`config.mk`:
```
export PLATFORM = sky130hd
export DESIGN_NAME = stim_sweep
export DESIGN_NICKNAME = d
export VERILOG_FILES = /design/src/rtl/stim_sweep.sv
export SDC_FILE = /design/constraint.sdc
export NUM_CORES = 1
export LEC_CHECK = 0
export ABC_AREA = 1
export CORE_ASPECT_RATIO = 1.5
export CORE_UTILIZATION = 55
export DETAILED_ROUTE_END_ITERATION = 16
export PLACE_DENSITY = 0.8
export REMOVE_ABC_BUFFERS = 1
export SLEW_MARGIN = 10
export SYNTH_ARGS = -nofsm -noshare
export SYNTH_HDL_FRONTEND = slang
export SYNTH_SLANG_ARGS = --single-unit
```
`constraint.sdc`:
```
create_clock -name clk -period 4.7 [get_ports clk]
set_clock_uncertainty 0.1 [all_clocks]
set_input_delay 1.41 -clock clk [delete_from_list [all_inputs] [get_ports clk]]
set_output_delay 1.41 -clock clk [all_outputs]
set_load 0.005 [all_outputs]
```
`src/rtl/stim_sweep.sv`:
```
// Self-running exhaustive stimulus sweep (binary or Gray order) with an
// output-change monitor that timestamps events into a first-word-fall-through FIFO.
module stim_sweep #(
  parameter int IN_W       = 3,
  parameter int OUT_W      = 2,
  parameter int HOLD       = 20,
  parameter int FIFO_DEPTH = 8,
  parameter int TIME_W     = 16
) (
  input  logic              clk,
  input  logic              reset,
  input  logic              start,
  input  logic              mode,
  output logic [IN_W-1:0]   stim,
  input  logic [OUT_W-1:0]  dut_out,
  output logic              busy,
  output logic              done,
  output logic              overflow,
  output logic              ev_valid,
  input  logic              ev_ready,
  output logic [TIME_W-1:0] ev_time,
  output logic [IN_W-1:0]   ev_pattern,
  output logic [OUT_W-1:0]  ev_value,
  output logic [OUT_W-1:0]  ev_mask
);

  localparam int PTR_W = (FIFO_DEPTH > 1) ? $clog2(FIFO_DEPTH) : 1;
  localparam int HC_W  = (HOLD > 1) ? $clog2(HOLD) : 1;
  localparam logic [HC_W-1:0] HOLD_LAST = HC_W'(HOLD - 1);

  typedef enum logic [1:0] {S_IDLE, S_RUN, S_DONE} state_e;

  typedef struct packed {
    logic [TIME_W-1:0] t;
    logic [IN_W-1:0]   pat;
    logic [OUT_W-1:0]  val;
    logic [OUT_W-1:0]  mask;
  } ev_t;

  state_e            state_q, state_d;
  logic [IN_W-1:0]   pat_q, pat_d;
  logic [HC_W-1:0]   hold_q, hold_d;
  logic [TIME_W-1:0] cyc_q, cyc_d;
  logic              mode_q, mode_d;
  logic [IN_W-1:0]   stim_q, stim_d;
  logic [OUT_W-1:0]  prev_q, prev_d;
  logic              ovf_q, ovf_d;
  logic [PTR_W:0]    wr_q, wr_d, rd_q, rd_d;
  ev_t               mem_q [FIFO_DEPTH];
  ev_t               mem_d [FIFO_DEPTH];

  logic run, ev_push, push_ok, pop, full, empty;
  ev_t  ev_new, head;
  logic [IN_W-1:0] pat_nx;

  function automatic logic [IN_W-1:0] order(input logic g, input logic [IN_W-1:0] b);
    return g ? (b ^ (b >> 1)) : b;
  endfunction

  always_comb begin
    state_d = state_q;
    pat_d   = pat_q;
    hold_d  = hold_q;
    cyc_d   = cyc_q;
    mode_d  = mode_q;
    stim_d  = stim_q;
    prev_d  = prev_q;
    ovf_d   = ovf_q;
    wr_d    = wr_q;
    rd_d    = rd_q;
    mem_d   = mem_q;
    pat_nx  = pat_q + IN_W'(1);

    // Monitor: cycle 0 only establishes the baseline sample.
    run     = (state_q == S_RUN);
    ev_new  = '{t: cyc_q, pat: stim_q, val: dut_out, mask: dut_out ^ prev_q};
    ev_push = run && (cyc_q != '0) && (dut_out != prev_q);

    empty   = (wr_q == rd_q);
    full    = ((wr_q ^ rd_q) == {1'b1, {PTR_W{1'b0}}});
    pop     = !empty && ev_ready;
    push_ok = ev_push && (!full || pop);

    if (pop) rd_d = rd_q + (PTR_W+1)'(1);
    if (push_ok) begin
      mem_d[wr_q[PTR_W-1:0]] = ev_new;
      wr_d = wr_q + (PTR_W+1)'(1);
    end
    if (ev_push && !push_ok) ovf_d = 1'b1;

    case (state_q)
      S_RUN: begin
        prev_d = dut_out;
        if (cyc_q != '1) cyc_d = cyc_q + TIME_W'(1);
        if (hold_q == HOLD_LAST) begin
          hold_d = '0;
          if (pat_q == '1) begin
            state_d = S_DONE;
          end else begin
            pat_d  = pat_nx;
            stim_d = order(mode_q, pat_nx);
          end
        end else begin
          hold_d = hold_q + HC_W'(1);
        end
      end
      default: begin
        // Accepted start flushes the FIFO; no push can be pending outside RUN.
        if (start) begin
          state_d = S_RUN;
          pat_d   = '0;
          hold_d  = '0;
          cyc_d   = '0;
          mode_d  = mode;
          stim_d  = '0;
          ovf_d   = 1'b0;
          wr_d    = '0;
          rd_d    = '0;
        end
      end
    endcase
  end

  always_ff @(posedge clk) begin
    if (reset) begin
      state_q <= S_IDLE;
      pat_q   <= '0;
      hold_q  <= '0;
      cyc_q   <= '0;
      mode_q  <= 1'b0;
      stim_q  <= '0;
      prev_q  <= '0;
      ovf_q   <= 1'b0;
      wr_q    <= '0;
      rd_q    <= '0;
    end else begin
      state_q <= state_d;
      pat_q   <= pat_d;
      hold_q  <= hold_d;
      cyc_q   <= cyc_d;
      mode_q  <= mode_d;
      stim_q  <= stim_d;
      prev_q  <= prev_d;
      ovf_q   <= ovf_d;
      wr_q    <= wr_d;
      rd_q    <= rd_d;
    end
  end

  always_ff @(posedge clk) begin
    mem_q <= mem_d;
  end

  assign head       = mem_q[rd_q[PTR_W-1:0]];
  assign stim       = stim_q;
  assign busy       = (state_q == S_RUN);
  assign done       = (state_q == S_DONE);
  assign overflow   = ovf_q;
  assign ev_valid   = (wr_q != rd_q);
  assign ev_time    = ev_valid ? head.t    : '0;
  assign ev_pattern = ev_valid ? head.pat  : '0;
  assign ev_value   = ev_valid ? head.val  : '0;
  assign ev_mask    = ev_valid ? head.mask : '0;

endmodule

```
==> impl_results.md <==
* Wire per inst at 18.0 um
* Layout cell share with drive strength beyond 1 at 8.25%
* Syn Inst Count at 886
* Drt pass-1 iters at 5
* CP Launch Type: register
* Reg clk slew, reported paths at 60 ps
* Period minus WS final at 4470 ps
* Synth-to-Final Area Change at 13.8%
* CP Data Required Time at 3190 ps
* CTS sink cnt at 224
* Clk pwr share at 41.5%
* Core Rows at 58
* Die extent in x at 109 um
* Cts hold-fix bufs at 0
* CTS tree: done
* Power density over the cells at 376 nW/um2
* Fin crit share at 95.1%
* Setup TNS Final at 0 ps
* Net Sw Frac at 20.1%
* Switching power at 809 uW
* Core area at 16800 um2
* First-pass GRT wire length at 32.3 mm
* Flop pwr share at 53.8%
* Setup CP Type: reg -> out
* DRC at 0
* Register bit total from synthesis at 224
* Leakage power at 3.69 nW
* Antenna violations before repair at 0
* Register area share after synthesis at 67.4%
* Htree depth at 1
* Worst VDD drop at 0.354 mV
* Peak Freq at 0.224 GHz
* Inserted Diodes at 0
* Setup bufs post-CTS at 0
* Status: complete, no violations
* GPL Wtd Cong at 0.940
* Setup crit end kind: output port
* Vias at 6666
* Slew margin rel. at 56.6%
* Final HPWL DP at 12.5 mm
* Final Setup Violations at 0
* Syn_area_per_cell at 10.6 um2
* DIE AREA at 17600 um2
* Gates resized, CTS repair at 0
* Yosys cell types at 34
* Pwr Total at 4.02 mW
* Nets at 933
* Worst Hold Depth at 2
* Fillers at 1245
* YS warnings at 0
* Comb pwr share at 4.7%
* GRT Residual Overflow at 0
* I/O Pins at 37
* Routed wire length at 20.6 mm
* Synthesized area at 9380 um2
* Root buf cell: clkbuf_16
* Post-DRT Antenna Nets at 0
* Largest net degree at the start of global routing at 58
* IO buf count at 36
* CTS Buffer Depth at 3
* Hold WC Path Type: reg -> reg
* R2R depth at 12
* Slew Limit Fails at 0
* Hold Fails Final Rpt at 0
* Clock latency on the worst-skew pair at 490 ps
* Cell Int Power at 3.21 mW
* MaxCap Viol Count at 0
* Unrepaired setup endpoints after global routing: no
* Worst Path Arrival at 2960 ps
* CTS buffer count at 20
* Initial Util at 56.0%
* Tot GR Track Use at 24.1%
* Tightest Pin Transition at 649 ps
* Routed vias/inst at 5.83
* Violation count after the first detailed-route iteration at 533
* Number of global-route vias before repair at 6494
* Worst Path Max Fanout at 25
* Die Y at 162 um
## routing by layer
| layer | up-vias | GRT usage, % | share of wire (%) |
|---|---|---|---|
| met5 | - | 0 | 0 |
| met4 | 0 | 12.0 | 4.4 |
| met3 | 65 | 3.53 | 6.9 |
| met2 | 276 | 41.0 | 51 |
| met1 | 3183 | 29.6 | 37 |
| li1 | 3142 | - | - |
## worst paths after layout
path	slack [ps]	to	start
max reg2reg	1910	mem_q[142]$_DFFE_PP_	cyc_q[0]$_SDFFE_PP0P_
max	230	ev_time[2]	rd_q[1]$_SDFF_PP0_
min	370	state_q[1]$_SDFFE_PP0P_	state_q[1]$_SDFFE_PP0P_
min reg2reg	370	state_q[1]$_SDFFE_PP0P_	state_q[1]$_SDFFE_PP0P_
## flip-flops by register name, summed over array words and instances, names as in the netlist, 3 cells and up
signal  cells
mem_q     184
cyc_q      16
hold_q      5
rd_q        4
wr_q        4
pat_q       3
## critical path, stage by stage, from the launching register on
cell             delay (ps)
dfxtp_2                 330
inv_2                   450
nand2_1                 100
nand2_1                 120
nor2_4                   60
nand2_2                 420
o21ai_0                 180
a31oi_1                 230
clkdlybuf4s50_1         550
## power groups by stage
stage	Clock (mW)	Combinational [mW]	Sequential (mW)
2_1_floorplan	0	0.100	2.21
3_3_place_gp	0	0.184	2.20
3_5_place_dp	0	0.189	2.20
4_1_cts	1.68	0.190	2.16
5_1_grt	1.76	0.210	2.16
6_report	1.67	0.189	2.16
## layout make-up
| type | count | area [um2] | area share [%] |
|---|---|---|---|
| inverters | 47 | 176 | 1.65 |
| clock inverters | 5 | 78.8 | 0.738 |
| well taps | 210 | 263 | 2.46 |
| flip-flops and latches | 224 | 6330 | 59.3 |
| multi-input cells | 569 | 2690 | 25.2 |
| repair buffers | 57 | 543 | 5.08 |
| clock buffers | 31 | 603 | 5.65 |
## synth_stat cells
cell        n  area [um2]
nand4_1     3        18.8
o21ai_2     1        8.76
o21ai_1     7        35.0
buf_4       6        45.0
clkinv_1    2        7.51
dfxtp_1    40         801
inv_2       4        15.0
o22ai_1     2        12.5
edfxtp_1  184        5530
nand3_1    26         130
or2_1       1        6.26
clkbuf_1   21        78.8
nor2_1    210         788
a31oi_1    23         144
a22oi_1     2        15.0
nand4_4     1        21.3
o21ai_0   141         706
a211oi_1    2        15.0
nor2_4      1        11.3
buf_2      12        60.1
xor2_1      5        43.8
nand3b_1    3        22.5
nor3_1      6        30.0
nor2_2      3        18.8
a21oi_1    30         150
ha_1        7        87.6
buf_6       1        11.3
buf_1       6        22.5
nand2_2     5        31.3
inv_1      41         154
nand2_1    83         312
o211ai_1    2        15.0
xnor2_1     4        35.0
or2_2       1        6.26
## cells by family after synthesis
logic type | count (synthesis) | synth area share [%]
buffers and inverters | 93 | 4.20
adders and majority gates | 7 | 0.933
DFF | 224 | 67.4
xor gates and xnor gates | 9 | 0.840
AOI/OAI and AO/OA | 210 | 11.7
and+or+nand+nor | 343 | 14.9
## cell usage in the layout (no fill, tap or decap), types with 5 or more instances in the layout
cell type / n
nor2_1: 203
edfxtp_1: 184
o21ai_0: 141
nand2_1: 83
inv_1: 41
dfxtp_1: 38
clkdlybuf4s50_1: 36
a21oi_1: 30
nand3_1: 26
a31oi_1: 23
clkbuf_16: 21
buf_4: 19
nor2_2: 10
o21ai_1: 7
ha_1: 7
clkbuf_1: 6
nor3_1: 5
nand2_2: 5
xor2_1: 5
## metrics by stage
| stage | instances | setup WS [ps] | utilization [%] | hold WS, ps | instance area (um2) |
|---|---|---|---|---|---|
| detailed placement | 1107 | 558 | 59.6 | 366 | 10000 |
| global placement | 1107 | 612 | 59.6 | 353 | 10000 |
| CTS | 1143 | 187 | 63.7 | 374 | 10700 |
| global route | 1143 | 38.5 | 63.7 | 411 | 10700 |
| floorplan | 840 | -254 | - | 334 | 9170 |
| finish | 1143 | 232 | 63.7 | 372 | 10700 |
No activity file was read; power rests on OpenSTA's default activity.
==> edit 1: new RTL, same settings <==
Reset style: asynchronous (`reset`), changed in one clocked block.
--- a/src/rtl/stim_sweep.sv
+++ b/src/rtl/stim_sweep.sv
@@ -121,7 +121,7 @@
     endcase
   end
 
-  always_ff @(posedge clk) begin
+  always_ff @(posedge clk or posedge reset) begin
     if (reset) begin
       state_q <= S_IDLE;
       pat_q   <= '0;
Formal check against the unedited RTL: differs if reset is asserted again (counterexample within 4 cycles, from zero or initial values and one cycle with reset high); with reset held inactive, the same outputs for 4 cycles.
==> edit 1 against the original RTL <==
Cell area rose by 2.5%. Routed wire length fell by 0.66%. Setup slack got worse by 0.049 ns. Count of clock-buffer cells in the layout fell by 7. Area after synthesis rose by 1.5%. Sequential cell count did not move. Non-clock buffer count fell by 1. Critical path type unchanged. Critical endpoint is now ev_time[4].
Power is not compared: it rests on default switching activity, and its combinational part moved more than twofold at a synthesized area within 25%.
==> edit 1: results (changes against the original RTL) <==
| Metric | Value |
|---|---|
| Multi-Input Combinational | `540 (-5.1%)` |
| Crit-path max cell delay | `0.57 ns (+0.02 ns)` |
| Register area | `0.006529 mm^2 (+3.2%)` |
| Reg2reg end | `mem_q[87]$_DFFE_PP_` |
| CTS Buf Count | `20 (unchanged)` |
| Nets@finish | `901 (-3.4%)` |
| Synth cell types | `35 (+2.9%)` |
| Worst R2R Start | `cyc_q[0]$_DFFE_PP0P_` |
| Setup slack, reg-to-reg | `1.81 ns (-0.10 ns)` |
| Worst EP arrival | `3.01 ns (+0.05 ns)` |
| Sequential share of the synthesized area | `68.51% (+1.1 points)` |
| Hold Crit Start | `hold_q[0]$_DFFE_PP0P_` |
| DP HPWL | `12.07 mm (-3.4%)` |
| First-pass GRT wire length | `32.42 mm (+0.28%)` |
| Mapped Cells | `853 (-3.7%)` |
| End of the critical path | `ev_time[4]` |
| Placed Area | `0.01016 mm^2 (+1.7%)` |
| Fraction of registers with async set/reset | `17.86% (+18 points)` |
| Critical Path Start | `rd_q[0]$_DFF_PP0_` |
| PortBufs | `36 (unchanged)` |
| Outcome | `finished clean` |
| Vias per cell | `5.829 (about the same)` |
| Inst Count DP | `1,075 (-2.9%)` |
| Routed via count | `6,476 (-2.9%)` |
| Drt pass-1 iters | `7 (+2)` |
| First DRT Iteration DRCs | `619 (+16%)` |
| Ant. Diodes | `0 (unchanged)` |
| CLK BUF | `24 (-23%)` |
| Tcrit/Tclk final | `96.10% (+1.0 points)` |
| Slew margin rel. | `44.60% (-12 points)` |
| Post_cts resized | `0 (unchanged)` |
| Largest net degree at the start of global routing | `96 (+66%)` |
| Clk cell area share | `7.101% (+0.72 points)` |
| Slowest CP cell | `clkdlybuf4s50_1` |
| Filler cell count in the final layout | `1,215 (-2.4%)` |
| Hold path depth | `1 (-1)` |
| Area contributors post-synth | `edfxtp_1 (58%), dfrtp_1 (11%), nor2_1 (7.5%)` |
| Post-route cell area | `0.01094 mm^2 (+2.5%)` |
| Layout non-clock buf frac | `5.123% (+0.038 points)` |
| Worst-path maximum fanout | `69 (+180%)` |
| Fraction of area in multi-input gates | `24.16% (-0.99 points)` |
| Die footprint | `0.01786 mm^2 (+1.5%)` |
| Non-CTS buffers | `56 (-1.8%)` |
| Clock root buffer | `clkbuf_16` |
| Synth top cells by count | `nor2_1 (191), edfxtp_1 (184), o21ai_0 (139)` |
| RePlAce Congestion | `0.8997 (-4.3%)` |
| Number of global-route vias before repair | `6,373 (-1.9%)` |
| DR WL/cell | `18.44 um (+2.2%)` |
| Signal inverters | `45 (-4.3%)` |
| Place WS | `0.7409 ns (+0.1829 ns)` |
| WHS | `0.4145 ns (+0.04288 ns)` |
| Clock power share | `a little over a quarter` |
| WHS Endpoint | `hold_q[0]$_DFFE_PP0P_` |
| Share of post-route cells with drive strength above 1 | `8.990% (+0.74 points)` |
| Gr usage total | `24.06% (about the same)` |
## edit 1: cell count changes after synthesis, sizes merged, moves of 4 or more
cell | unedited run | this run
buf | 25 | 21
o21ai | 149 | 156
dfrtp | 0 | 40
a21oi | 30 | 6
nor2 | 214 | 193
dfxtp | 40 | 0
nor3 | 6 | 14
xor2 | 5 | 13
nand2 | 88 | 81
o22ai | 2 | 7
## edit 1: layer usage
layer | vias up | share of wire (%) | GRT usage (%) | wire length [um]
met5 | - | 0 | 0 | 0
met4 | 0 | 2.2 | 9.697 | 457
met3 | 33 | 5.6 | 2.354 | 1149
met2 | 220 | 53 | 41.19 | 10810
met1 | 3182 | 39 | 31.36 | 8068
li1 | 3041 | - | - | -
## edit 1: logic make-up (layout without fill, tap and decap cells)
kind of cell	count (synthesis)	count (layout)	synth area share (%)
flops	224	224	68.51
mux	1	1	0.1182
simple gates	318	318	13.83
compound gates	195	195	10.87
xor+xnor	19	19	1.747
fa+ha+maj	7	7	0.9193
buf+inv	89	137	4.006
==> edit 2: new RTL, same flow settings <==
Without the edit above. `TIME_W`: 16 -> 32.
--- a/src/rtl/stim_sweep.sv
+++ b/src/rtl/stim_sweep.sv
@@ -5,7 +5,7 @@
   parameter int OUT_W      = 2,
   parameter int HOLD       = 20,
   parameter int FIFO_DEPTH = 8,
-  parameter int TIME_W     = 16
+  parameter int TIME_W     = 32
 ) (
   input  logic              clk,
   input  logic              reset,
Ports: changed (resized ev_time); port bits go from 37 to 53. No check against the original RTL was run, so the function may have changed too.
==> edit 2 against the original RTL <==
The flow now finishes with violations (design-rule violations). Clock power is 46% higher. Sequential cell count is 144 higher. Count of clock-buffer cells in the layout is 9 higher. Total power is 60% higher. Setup slack worse by 0.074 ns. Cell area is 62% higher. Synthesized cell count is 58% higher. Routed wire length is 69% higher. Area after synthesis is 63% higher. Largest cell class unchanged.
==> edit 2: results (changes against the original RTL) <==
| Metric | Value |
|---|---|
| Clock Latency Late Sink | `0.57 ns (+0.08 ns)` |
| Multi-Input Combinational | `911 (+60%)` |
| RePlAce Congestion | `0.8954 (-4.7%)` |
| Clk cell area share | `5.570% (-0.82 points)` |
| VDD IR-drop max | `0.2718 mV (-23%)` |
| Reg2reg path depth | `10 (-2)` |
| WHS Endpoint | `hold_q[3]$_SDFFE_PP0P_` |
| WHS | `0.3818 ns (+0.01023 ns)` |
| Violations in the final reports | `design-rule violations` |
| CTS Sinks | `368 (+64%)` |
| Layout non-clock buf frac | `5.027% (-0.058 points)` |
| Placed Area | `0.01631 mm^2 (+63%)` |
| First DRT Iteration DRCs | `1,124 (+110%)` |
| Met3 routed WL | `2.142 mm (+50%)` |
| Non-CTS buffers | `85 (+49%)` |
| DR WL/cell | `19.33 um (+7.1%)` |
| Slowest CP cell | `dfxtp_2` |
| Area contributors post-synth | `edfxtp_1 (61%), nor2_1 (8.1%), dfxtp_1 (7.3%)` |
| P_leak | `5.874 nW (+59%)` |
| Clock power share | `37.9% (-3.6 points)` |
| Number of flops mapped to enable cells by yosys | `312 (+70%)` |
| Met1 WL | `13.24 mm (+71%)` |
| Reg2reg end | `mem_q[65]$_DFFE_PP_` |
| DR WL met2 | `18.39 mm (+74%)` |
| Setup slack, reg-to-reg | `1.72 ns (-0.19 ns)` |
| Worst Max-Slew Pin Slew | `0.7658 ns (+0.1167 ns)` |
| First-pass GRT wire length | `54.20 mm (+68%)` |
| Worst-path maximum fanout | `31 (+24%)` |
| Outcome | `finished with violations` |
| Drt drc | `4 (+4)` |
| Number of global-route vias before repair | `10,420 (+60%)` |
[edit 2: per-stage QoR]
| stage | setup slack [ns] | total power [W] | std cells |
|---|---|---|---|
| floorplan | -2.762 | 0.003853 | 1324 |
| global placement | 0.6445 | 0.004054 | 1751 |
| detailed placement | 0.5428 | 0.004067 | 1751 |
| CTS | 0.1567 | 0.006456 | 1806 |
| global route | 0.02606 | 0.006620 | 1806 |
| finish | 0.1586 | 0.006440 | 1806 |
[edit 2: worst min-delay path, cell delays in order, from the launching register on]
cell,delay (ns)
dfxtp_1,0.31
nand2_1,0.06
a21oi_1,0.06
[edit 2: logic make-up after synthesis]
kind of cell / count (synthesis) / synth area share (%)
AO/OA/AOI/OAI: 347 / 12.22
XOR/XNOR: 7 / 0.4010
adder cells (fa/ha/maj): 7 / 0.5728
buffers and inverters: 124 / 3.363
flip-flops: 368 / 68.60
AND/OR/NAND/NOR: 550 / 14.84
